**config.mk**
```make
export PLATFORM = sky130hd
export DESIGN_NAME = nn_layer_sequencer_flat
export DESIGN_NICKNAME = d
export VERILOG_FILES = /design/src/rtl/nn_layer_sequencer_pkg.sv /design/src/rtl/nn_layer_sequencer_if.sv /design/src/rtl/nn_layer_sequencer_dot6.sv /design/src/rtl/nn_layer_sequencer.sv /design/src/flat_wrapper.sv
export SDC_FILE = /design/constraint.sdc
export NUM_CORES = 1
export LEC_CHECK = 0
export BUFFER_PORTS_ARGS = -buffer_cell sky130_fd_sc_hd__buf_2
export CAP_MARGIN = 20
export CORE_ASPECT_RATIO = 0.7
export CORE_UTILIZATION = 55
export DETAILED_ROUTE_END_ITERATION = 6
export GPL_ROUTABILITY_DRIVEN = 0
export PLACE_DENSITY_LB_ADDON = 0.15
export SLEW_MARGIN = 40
export SYNTH_ARGS = -nofsm -noshare
export SYNTH_HDL_FRONTEND = slang
export SYNTH_HIERARCHICAL = 1
export SYNTH_SLANG_ARGS = --single-unit
export TNS_END_PERCENT = 20
```
**constraint.sdc**
```tcl
create_clock -name CLK -period 13.46 [get_ports CLK]
set_input_delay 0.673 -clock CLK [delete_from_list [all_inputs] [get_ports CLK]]
set_output_delay 0.673 -clock CLK [all_outputs]
set_load 0.1 [all_outputs]
```
**src/rtl/nn_layer_sequencer_pkg.sv**
```systemverilog
// Shared constants and FSM state type for the 4-6-2 inference sequencer.
package nn_pkg;
  localparam int WWIDTH  = 8;
  localparam int DATA_W  = 256;
  localparam int ADDR_W  = 4;
  localparam int N_IN    = 4;
  localparam int N_HID   = 6;
  localparam int N_OUT   = 2;
  localparam int L1_BASE = 0;
  localparam int L2_BASE = 8;
  localparam int SHIFT   = 7;
  localparam int X_W     = 9;
  localparam int H_W     = 8;
  localparam int ACC_W   = 20;

  typedef enum logic [1:0] {IDLE, FETCH, CAPTURE, DONE} state_t;
endpackage

```
**src/rtl/nn_layer_sequencer_if.sv**
```systemverilog
// Host handshake plus weight-RAM read port of the sequencer.
interface nn_layer_sequencer_if;
  import nn_pkg::*;
  logic                     start;
  logic signed [X_W-1:0]    x0, x1, x2, x3;
  logic                     busy;
  logic                     done;
  logic                     y0, y1;
  logic [N_HID*H_W-1:0]     hidden;
  logic [ADDR_W-1:0]        mem_addr;
  logic [DATA_W-1:0]        mem_rdata;

  modport slave  (input  start, x0, x1, x2, x3, mem_rdata,
                  output busy, done, y0, y1, hidden, mem_addr);
  modport master (output start, x0, x1, x2, x3, mem_rdata,
                  input  busy, done, y0, y1, hidden, mem_addr);
endinterface

```
**src/rtl/nn_layer_sequencer_dot6.sv**
```systemverilog
// Combinational signed dot product: NUM_LANES signed operands times signed weights.
module nn_dot6_lane #(
  parameter int A_W   = 9,
  parameter int VEC_W = 8
) (
  input  logic signed [A_W-1:0]       a,
  input  logic signed [VEC_W-1:0]     w,
  output logic signed [A_W+VEC_W-1:0] p
);
  localparam int P_W = A_W + VEC_W;
  assign p = P_W'(a) * P_W'(w);
endmodule

module nn_dot6 #(
  parameter int NUM_LANES = 6,
  parameter int A_W       = 9,
  parameter int VEC_W     = 8,
  parameter int ACC_W     = 20
) (
  input  logic [NUM_LANES-1:0][A_W-1:0]   a,
  input  logic [NUM_LANES-1:0][VEC_W-1:0] w,
  output logic signed [ACC_W-1:0]         dot
);
  localparam int P_W = A_W + VEC_W;
  logic [NUM_LANES-1:0][P_W-1:0] prod;

  for (genvar i = 0; i < NUM_LANES; i++) begin : g_lane
    nn_dot6_lane #(.A_W(A_W), .VEC_W(VEC_W)) u_lane (
      .a (a[i]),
      .w (w[i]),
      .p (prod[i])
    );
  end

  always_comb begin
    dot = '0;
    for (int i = 0; i < NUM_LANES; i++) dot = dot + ACC_W'(signed'(prod[i]));
  end
endmodule

```
**src/rtl/nn_layer_sequencer.sv**
```systemverilog
// Runs one 4-6-2 inference: one RAM word per neuron, FETCH then CAPTURE,
// results published together when the last output neuron lands.
module nn_layer_sequencer #(
  parameter int WWIDTH  = nn_pkg::WWIDTH,
  parameter int SHIFT   = nn_pkg::SHIFT,
  parameter int L1_BASE = nn_pkg::L1_BASE,
  parameter int L2_BASE = nn_pkg::L2_BASE
) (
  input  logic                  CLK,
  input  logic                  RST,
  nn_layer_sequencer_if.slave   bus
);
  import nn_pkg::*;

  localparam logic [2:0] K_HID_LAST = 3'(N_HID - 1);
  localparam logic [2:0] K_OUT_LAST = 3'(N_OUT - 1);

  state_t                           state, state_d;
  logic [1:0]                       layer, layer_d;
  logic [2:0]                       k, k_d;
  logic [ADDR_W-1:0]                addr_q, addr_d;
  logic                             accept, cap_en;

  logic [N_IN-1:0][X_W-1:0]         x_q;
  logic [N_HID-1:0][H_W-1:0]        h_work, hidden_q;
  logic                             y0_work, y0_q, y1_q;

  logic [N_HID-1:0][X_W-1:0]        opnd;
  logic [N_HID-1:0][WWIDTH-1:0]     wts;
  logic signed [ACC_W-1:0]          dot, sh;
  logic [H_W-1:0]                   h_new;
  logic                             y_new;
  logic [ADDR_W-1:0]                base;
  logic                             unused_rdata;

  assign base = (layer == 2'd2) ? ADDR_W'(L2_BASE) : ADDR_W'(L1_BASE);

  always_ff @(posedge CLK) begin
    if (RST) begin
      state  <= IDLE;
      layer  <= 2'd1;
      k      <= '0;
      addr_q <= '0;
    end else begin
      state  <= state_d;
      layer  <= layer_d;
      k      <= k_d;
      addr_q <= addr_d;
    end
  end

  // The address register leads the FSM: it is loaded on the edge that enters
  // FETCH so the RAM sees it for the whole FETCH cycle.
  always_comb begin
    state_d = state;
    layer_d = layer;
    k_d     = k;
    addr_d  = addr_q;
    accept  = 1'b0;
    cap_en  = 1'b0;
    unique case (state)
      IDLE: if (bus.start) begin
        state_d = FETCH;
        layer_d = 2'd1;
        k_d     = '0;
        addr_d  = ADDR_W'(L1_BASE);
        accept  = 1'b1;
      end
      FETCH: state_d = CAPTURE;
      CAPTURE: begin
        cap_en = 1'b1;
        if (layer == 2'd1 && k == K_HID_LAST) begin
          state_d = FETCH;
          layer_d = 2'd2;
          k_d     = '0;
          addr_d  = ADDR_W'(L2_BASE);
        end else if (layer == 2'd2 && k == K_OUT_LAST) begin
          state_d = DONE;
        end else begin
          state_d = FETCH;
          k_d     = k + 3'd1;
          addr_d  = base + ADDR_W'(k + 3'd1);
        end
      end
      DONE: state_d = IDLE;
    endcase
  end

  // Layer 1 leaves lanes 4,5 at zero so their weight bytes drop out.
  always_comb begin
    opnd = '0;
    if (layer == 2'd1) for (int i = 0; i < N_IN; i++) opnd[i] = x_q[i];
    else for (int j = 0; j < N_HID; j++) opnd[j] = {1'b0, h_work[j]};
  end

  assign wts          = bus.mem_rdata[N_HID*WWIDTH-1:0];
  assign unused_rdata = ^bus.mem_rdata[DATA_W-1:N_HID*WWIDTH];

  nn_dot6 #(.NUM_LANES(N_HID), .A_W(X_W), .VEC_W(WWIDTH), .ACC_W(ACC_W)) u_dot (
    .a   (opnd),
    .w   (wts),
    .dot (dot)
  );

  assign sh    = dot >>> SHIFT;
  assign h_new = (dot[ACC_W-1] || dot == '0) ? '0 :
                 (|sh[ACC_W-1:H_W])          ? '1 : sh[H_W-1:0];
  assign y_new = !dot[ACC_W-1] && (dot != '0);

  always_ff @(posedge CLK) begin
    if (RST) begin
      x_q      <= '0;
      h_work   <= '0;
      y0_work  <= 1'b0;
      hidden_q <= '0;
      y0_q     <= 1'b0;
      y1_q     <= 1'b0;
    end else begin
      if (accept) x_q <= {bus.x3, bus.x2, bus.x1, bus.x0};
      if (cap_en && layer == 2'd1)
        for (int j = 0; j < N_HID; j++) if (k == 3'(j)) h_work[j] <= h_new;
      if (cap_en && layer == 2'd2 && k == '0) y0_work <= y_new;
      // Publish all results at once so the host never sees a half-updated set.
      if (cap_en && layer == 2'd2 && k == K_OUT_LAST) begin
        hidden_q <= h_work;
        y0_q     <= y0_work;
        y1_q     <= y_new;
      end
    end
  end

  assign bus.busy     = (state != IDLE);
  assign bus.done     = (state == DONE);
  assign bus.mem_addr = addr_q;
  assign bus.hidden   = hidden_q;
  assign bus.y0       = y0_q;
  assign bus.y1       = y1_q;
endmodule

```
**src/flat_wrapper.sv**
```systemverilog
// flat-port wrapper written by rule: the top's interface ports become plain ports
module nn_layer_sequencer_flat import nn_pkg::*;
#(
  parameter int WWIDTH  = nn_pkg::WWIDTH,
  parameter int SHIFT   = nn_pkg::SHIFT,
  parameter int L1_BASE = nn_pkg::L1_BASE,
  parameter int L2_BASE = nn_pkg::L2_BASE
)
  (CLK, RST, bus_start, bus_x0, bus_x1, bus_x2, bus_x3, bus_mem_rdata, bus_busy, bus_done, bus_y0, bus_y1, bus_hidden, bus_mem_addr);
  nn_layer_sequencer_if bus_i ();
  input  logic CLK;
  input  logic RST;
  input wire logic [$bits(bus_i.start)-1:0] bus_start;
  input wire logic [$bits(bus_i.x0)-1:0] bus_x0;
  input wire logic [$bits(bus_i.x1)-1:0] bus_x1;
  input wire logic [$bits(bus_i.x2)-1:0] bus_x2;
  input wire logic [$bits(bus_i.x3)-1:0] bus_x3;
  input wire logic [$bits(bus_i.mem_rdata)-1:0] bus_mem_rdata;
  output wire logic [$bits(bus_i.busy)-1:0] bus_busy;
  output wire logic [$bits(bus_i.done)-1:0] bus_done;
  output wire logic [$bits(bus_i.y0)-1:0] bus_y0;
  output wire logic [$bits(bus_i.y1)-1:0] bus_y1;
  output wire logic [$bits(bus_i.hidden)-1:0] bus_hidden;
  output wire logic [$bits(bus_i.mem_addr)-1:0] bus_mem_addr;
  assign bus_i.start = bus_start;
  assign bus_i.x0 = bus_x0;
  assign bus_i.x1 = bus_x1;
  assign bus_i.x2 = bus_x2;
  assign bus_i.x3 = bus_x3;
  assign bus_i.mem_rdata = bus_mem_rdata;
  assign bus_busy = bus_i.busy;
  assign bus_done = bus_i.done;
  assign bus_y0 = bus_i.y0;
  assign bus_y1 = bus_i.y1;
  assign bus_hidden = bus_i.hidden;
  assign bus_mem_addr = bus_i.mem_addr;
  nn_layer_sequencer #(.WWIDTH(WWIDTH), .SHIFT(SHIFT), .L1_BASE(L1_BASE), .L2_BASE(L2_BASE)) u_core (.CLK(CLK), .RST(RST), .bus(bus_i));
endmodule
```
==> out/metrics.csv, run 1 <==
metric,value,unit
drt initial violations,1344,
total core area,0.0455,mm2
"CTS clk-pin slew, worst paths",0.08,ns
Crit. End Element,register,
Mapped Area,0.0256,mm2
CTS Sinks,143,
Worst R2R Start,u_core/layer[0],
overflow left after global routing,0,
Antenna diodes,0,
Mapped Cells,2995,
Inst Count DP,3690,
worst path required time,13.77,ns
CP arrival,11.46,ns
Layout area overhead,7.12,%
unrepaired setup endpoints after global routing,no,
"Primary FF master, synth",dfxtp_1,
Die Span Y,183,um
Total Nets Final,4046,
most frequent CP cell,inv_1,
HPWL Detailed,52900,um
post-route setup TNS,0,ns
"Slew Viols, Final",0,
capturing point of the worst reg2reg path,u_core/h_work[47],
Worst Path Max Fanout,27,
CP Launch Type,register,
CP max stage delay,0.72,ns
Starting Density,56.3,%
antenna violations before repair,0,
wire length on met2,29200,um
met1 wire length,29700,um
Fmax achieved,89.7,MHz
vias in the first global route,20200,
Slew @ Worst Pin,0.837,ns
first-pass GRT wire length,104000,um
TritonCTS clock tree,built,
Highest Signal Layer,met4,
CTS Hold Bufs,0,
"EDFF count, synth",0,
drt pass-1 iters,5,
largest net degree at the start of global routing,82,
Inserted Clock Buffers,17,
die area,0.0474,mm2
Max clock buf depth,2,
Via density,5.25,
#FFs+latches synth,143,
post-CTS setup buffers,0,
start point of the critical path,u_core/layer[0],
post_cts resized,0,
Top Ports,351,
Hold WS,0.454,ns
number of remaining DRC errors,0,
Total Routing Usage GR,27.7,%
Post-Route WL,63100,um
share of post-route cells with drive strength above 1,8.75,%
CTS root buf,clkbuf_16,
Clock Skews,0.0230,ns
Slew headroom,44.2,%
DR WL/cell,16.9,um
Final ANT Viol Nets,0,
Worst-Skew Late Latency,0.45,ns
Ys Warns,6,
CP Class,register to register,
syn avg cell area,8.55,um2
Max Cap Viol,0,
Port Buffers,142,
Non-Filler Instances,3722,
Die Wd,260,um
Hold/Removal Path Class,register to register,
Vias,19500,
final hold violations,0,
Slowest cell on crit path,nor2b_4,
sequential-to-total area share from yosys stat,11.2,%
crit path to,u_core/h_work[47],
Finish-stage setup viols,0,
async set or reset register ratio after synthesis,0,%
status,"complete, no violations",
min Tclk post-route,11.15,ns
cell row count,65,
fin crit share,82.8,%
R2R Setup Slk,2.31,ns
H-tree depth,4,
Cell variety after synth,80,
FF-to-FF path depth,35,
met3 WL,3630,um
[cell usage after synthesis (4+ instances only)]
library cell / number / area, um2
inv_1: 745 / 2800
fa_1: 436 / 8730
nand2_1: 332 / 1250
and2_1: 264 / 1650
ha_1: 209 / 2620
a21oi_1: 170 / 851
nor2_1: 146 / 548
dfxtp_1: 143 / 2860
xnor2_1: 96 / 841
clkbuf_1: 46 / 173
mux2i_1: 45 / 450
nor2b_1: 34 / 213
mux2_2: 32 / 360
nand3_1: 25 / 125
nor3_1: 20 / 100
nand2b_1: 19 / 119
o21ai_0: 17 / 85.1
o21a_1: 15 / 113
xor2_1: 12 / 105
a21o_1: 10 / 75.1
o21ai_1: 10 / 50.1
o21bai_1: 10 / 75.1
buf_6: 9 / 101
buf_2: 8 / 40.0
o31ai_1: 8 / 60.1
a211oi_1: 7 / 52.6
o211ai_1: 7 / 52.6
and3_1: 6 / 37.5
buf_4: 6 / 45.0
o22ai_1: 6 / 37.5
a211o_1: 5 / 43.8
a31oi_1: 5 / 31.3
a21o_2: 4 / 35.0
o41ai_2: 4 / 65.1
or3_1: 4 / 25.0
[cells by family after synthesis]
kind of cell | after synthesis | share of synthesized area, %
and+or+nand+nor | 882 | 17.1
buffers and inverters | 821 | 12.4
muxes | 79 | 3.26
DFF | 143 | 11.2
AOI/OAI and AO/OA | 316 | 8.02
adders and majority gates | 645 | 44.3
xor gates and xnor gates | 108 | 3.70
other | 1 | 0.0146
[state kept, by name, indices dropped and copies added (netlist names)]
| register | cells |
|---|---|
| u_core/bus.y1 | 1 |
| u_core/state | 2 |
| u_core/layer | 2 |
| u_core/h_work | 48 |
| u_core/bus.mem_addr | 2 |
| u_core/x_q | 36 |
| u_core/k | 2 |
| u_core/y0_work | 1 |
| u_core/bus.y0 | 1 |
| u_core/bus.hidden | 48 |
[critical path, delay by kind of cell, from the launching register on]
kind | cells | cell delay (ns)
buf+inv | 9 | 1.00
flops | 1 | 0.47
compound gates | 6 | 1.61
mux | 2 | 0.76
simple gates | 7 | 2.03
fa+ha+maj | 9 | 4.43
xor+xnor | 2 | 0.66
[per-stage QoR]
stage	cell area (um2)	utilization (%)	setup slack (ns)
global route	27400	60.3	1.81
finish	27400	60.3	2.31
global placement	26800	59.0	2.60
detailed placement	26900	59.1	2.48
CTS	27400	60.3	2.43
floorplan	25700	-	4.57
[placed cells by master (no fill, tap or decap), types with 6 or more instances in the layout]
master	n
inv_1	745
fa_1	436
nand2_1	332
and2_1	264
ha_1	209
a21oi_1	163
nor2_1	146
dfxtp_1	143
buf_2	141
xnor2_1	95
mux2i_1	45
mux2_2	32
nor2b_1	31
nand3_1	24
nor3_1	20
nand2b_1	19
clkbuf_16	17
o21ai_0	17
conb_1	16
o21a_1	15
xor2_1	12
a21oi_2	10
o21bai_1	10
o21ai_1	10
a21o_1	10
o31ai_1	8
a211oi_1	7
o211ai_1	7
inv_6	6
o22ai_1	6
[final cells by class]
cell class                      count  area, um2
Multi-Input combinational cell   2046      19700
Fill cell                        4051      18000
Sequential cell                   143       2860
Inverter                          751       2820
Timing Repair Buffer              147        754
Tap cell                          603        754
Clock buffer                       17        425
Clock inverter                     15        138
[per-layer routing]
layer,GRT usage [%],up-vias
met5,0,-
met4,4.45,0
met3,3.86,31
met2,44.3,525
met1,40.4,9755
li1,-,9236
[how the worst min path moves through the flow]
| stage | from | to | slack, ns | depth (start not counted) |
|---|---|---|---|---|
| floorplan | u_core/y0_work | u_core/bus.y0 | 0.43 | 2 |
| global placement | u_core/x_q[8] | u_core/x_q[8] | 0.44 | 2 |
| detailed placement | u_core/bus.hidden[46] | u_core/bus.hidden[46] | 0.45 | 2 |
| CTS | bus_x3[4] | u_core/x_q[31] | 0.45 | 3 |
| global route | bus_x3[0] | u_core/x_q[27] | 0.46 | 3 |
| finish | u_core/x_q[32] | u_core/x_q[32] | 0.45 | 2 |
Power of run 1 is left out: the tool's default activity adds up to more than one toggle a clock period on the data nets, which glitch-free logic cannot reach.
==> run 2, diff against run 1 <==
- ABC_AREA: not set -> 1
- clock period: 13.46 -> 9.8 ns (I/O delays scaled with it)
==> out/metrics.csv, run 2 <==
metric,value,unit,change
start point of the critical path,u_core/layer[0],,
Ys Warns,6,,unchanged
design area,0.0288,mm2,+5.0%
Via density,4.90,,-6.7%
largest net degree at the start of global routing,139,,+70%
Worst-Skew Late Latency,0.44,ns,about the same
top-area cell type share of the netlist area,32.3,%,-1.8 points
Mapped Area,0.0270,mm2,+5.5%
Starting Density,56.1,%,-0.21 points
"most common cell after layout, fill and taps aside",inv_1,,
fin crit share,94.9,%,+12 points
cell row count,67,,+3.1%
CP Class,register to register,,
antenna violations before repair,2,,+2
"EDFF count, synth",0,,unchanged
Cell variety after synth,44,,-45%
Slew headroom,41.6,%,-2.6 points
Total Routing Usage GR,27.5,%,-0.22 points
status,"complete, no violations",,
H-tree depth,4,,unchanged
most frequent CP cell,inv_1,,
#FFs+latches synth,143,,unchanged
Vias,22000,,+13%
Port Buffers,142,,unchanged
Synth area leader,fa_1,,
worst path required time,10.09,ns,-3.68 ns
drt initial violations,1620,,+21%
DR WL/cell,14.6,um,-14%
Slowest cell on crit path,fa_1,,
Inserted Clock Buffers,17,,unchanged
Clock Skews,0.0152,ns,-0.00777 ns
HPWL Detailed,55600,um,+5.0%
worst setup margin,0.503,ns,-1.81 ns
Post-Route WL,65500,um,+3.9%
vias in the first global route,21500,,+6.5%
total core area,0.0481,mm2,+5.8%
Synth area leaders,"fa_1 (32%), inv_1 (16%), nand2_1 (11%), dfxtp_1 (11%), ha_1 (9.7%)",,
Slew @ Worst Pin,0.876,ns,+0.0389 ns
"Slew Viols, Final",0,,unchanged
final hold violations,0,,unchanged
CP max stage delay,0.58,ns,-0.14 ns
Hold/Removal Path Class,input pin to register,,
syn avg cell area,7.12,um2,-17%
CTS Hold Bufs,0,,unchanged
"CTS clk-pin slew, worst paths",0.07,ns,about the same
Max Cap Viol,0,,unchanged
share of post-route cells with drive strength above 1,8.33,%,-0.42 points
Crit. End Element,register,,
Mapped Cells,3791,,+27%
Worst R2R Start,u_core/layer[0],,
Finish-stage setup viols,0,,unchanged
first-pass GRT wire length,109000,um,+5.1%
CP arrival,9.59,ns,-1.87 ns
top-count cell post-synth,inv_1,,
Die Wd,267,um,+2.7%
drt pass-1 iters,6,,+1
die area,0.0500,mm2,+5.4%
CP Launch Type,register,,
Worst Hold Launch,RST,,
number of remaining DRC errors,0,,unchanged
sequential-to-total area share from yosys stat,10.6,%,-0.58 points
Fmax achieved,108,MHz,+20%
"Primary FF master, synth",dfxtp_1,,
unrepaired setup endpoints after global routing,no,,
CTS root buf,clkbuf_16,,
overflow left after global routing,0,,unchanged
CTS Sinks,143,,unchanged
Total Nets Final,4768,,+18%
post-route setup TNS,0,ns,unchanged
Final ANT Viol Nets,0,,unchanged
async set or reset register ratio after synthesis,0,%,unchanged
top post-synthesis cells by count,"inv_1 (1135), nand2_1 (811), fa_1 (436)",,
Worst Path Max Fanout,14,,-48%
Max clock buf depth,2,,unchanged
Post-DP Area,0.0281,mm2,+4.6%
Top Ports,351,,unchanged
Place WS,0.133,ns,-2.35 ns
Die Span Y,187,um,+2.7%
TritonCTS clock tree,built,,
min Tclk post-route,9.30,ns,-1.85 ns
most frequent cells in the layout,"inv_1 (1133), nand2_1 (810), fa_1 (436)",,
Layout area overhead,6.62,%,
## run 2: final timing paths
kind	endpoint	slack [ns]	cells after the start
setup / recovery	u_core/h_work[42]	0.50	41
hold / removal	u_core/bus.mem_addr[2]	0.30	2
setup reg to reg	u_core/h_work[42]	0.50	41
hold reg to reg	u_core/x_q[35]	0.45	2
## run 2: cells by family after synthesis
kind of cell,count (synthesis),synth area share [%]
XOR/XNOR,71,2.30
adder cells (fa/ha/maj),645,42.0
AND/OR/NAND/NOR,1308,20.4
flip-flops,143,10.6
AO/OA/AOI/OAI,327,6.48
buffers and inverters,1296,18.2
other,1,0.0139
## run 2: area by class of cell
cell class	instances	area [um2]
Timing Repair Buffer	160	866
Clock inverter	15	194
Inverter	1153	4340
Antenna cell	1	2.50
Tap cell	655	820
Fill cell	4630	19300
Multi-Input combinational cell	2353	19300
Clock buffer	17	425
Sequential cell	143	2860
## run 2: through the flow
step	util [%]	cells	hold WS (ns)
after global placement	58.3	4462	0.444
after floorplan	-	3792	0.430
after global routing	59.8	4496	0.305
after CTS	59.6	4494	0.289
final	59.8	4497	0.303
after detailed placement	58.3	4462	0.448
## run 2: critical path: cells and delay by family, from the launching register on
family                   cells  cell delay [ns]
AO/OA/AOI/OAI                4             0.56
adder cells (fa/ha/maj)      9             4.43
buffers and inverters       12             1.29
flip-flops                   1             0.40
AND/OR/NAND/NOR             16             2.43
## run 2: routing by layer
layer	track usage, %	wire length (um)
met5	0	7
met4	5.06	1100
met3	6.89	5760
met2	38.9	26300
met1	42.2	32400
## run 2: timing repair
| item | 4_1_cts | 5_1_grt |
|---|---|---|
| buffers inserted | 0 | 2 |
| setup endpoints to repair | 0 | 50 |
| resized for setup | 0 | 14 |
Power of run 2 is left out for the same reason.
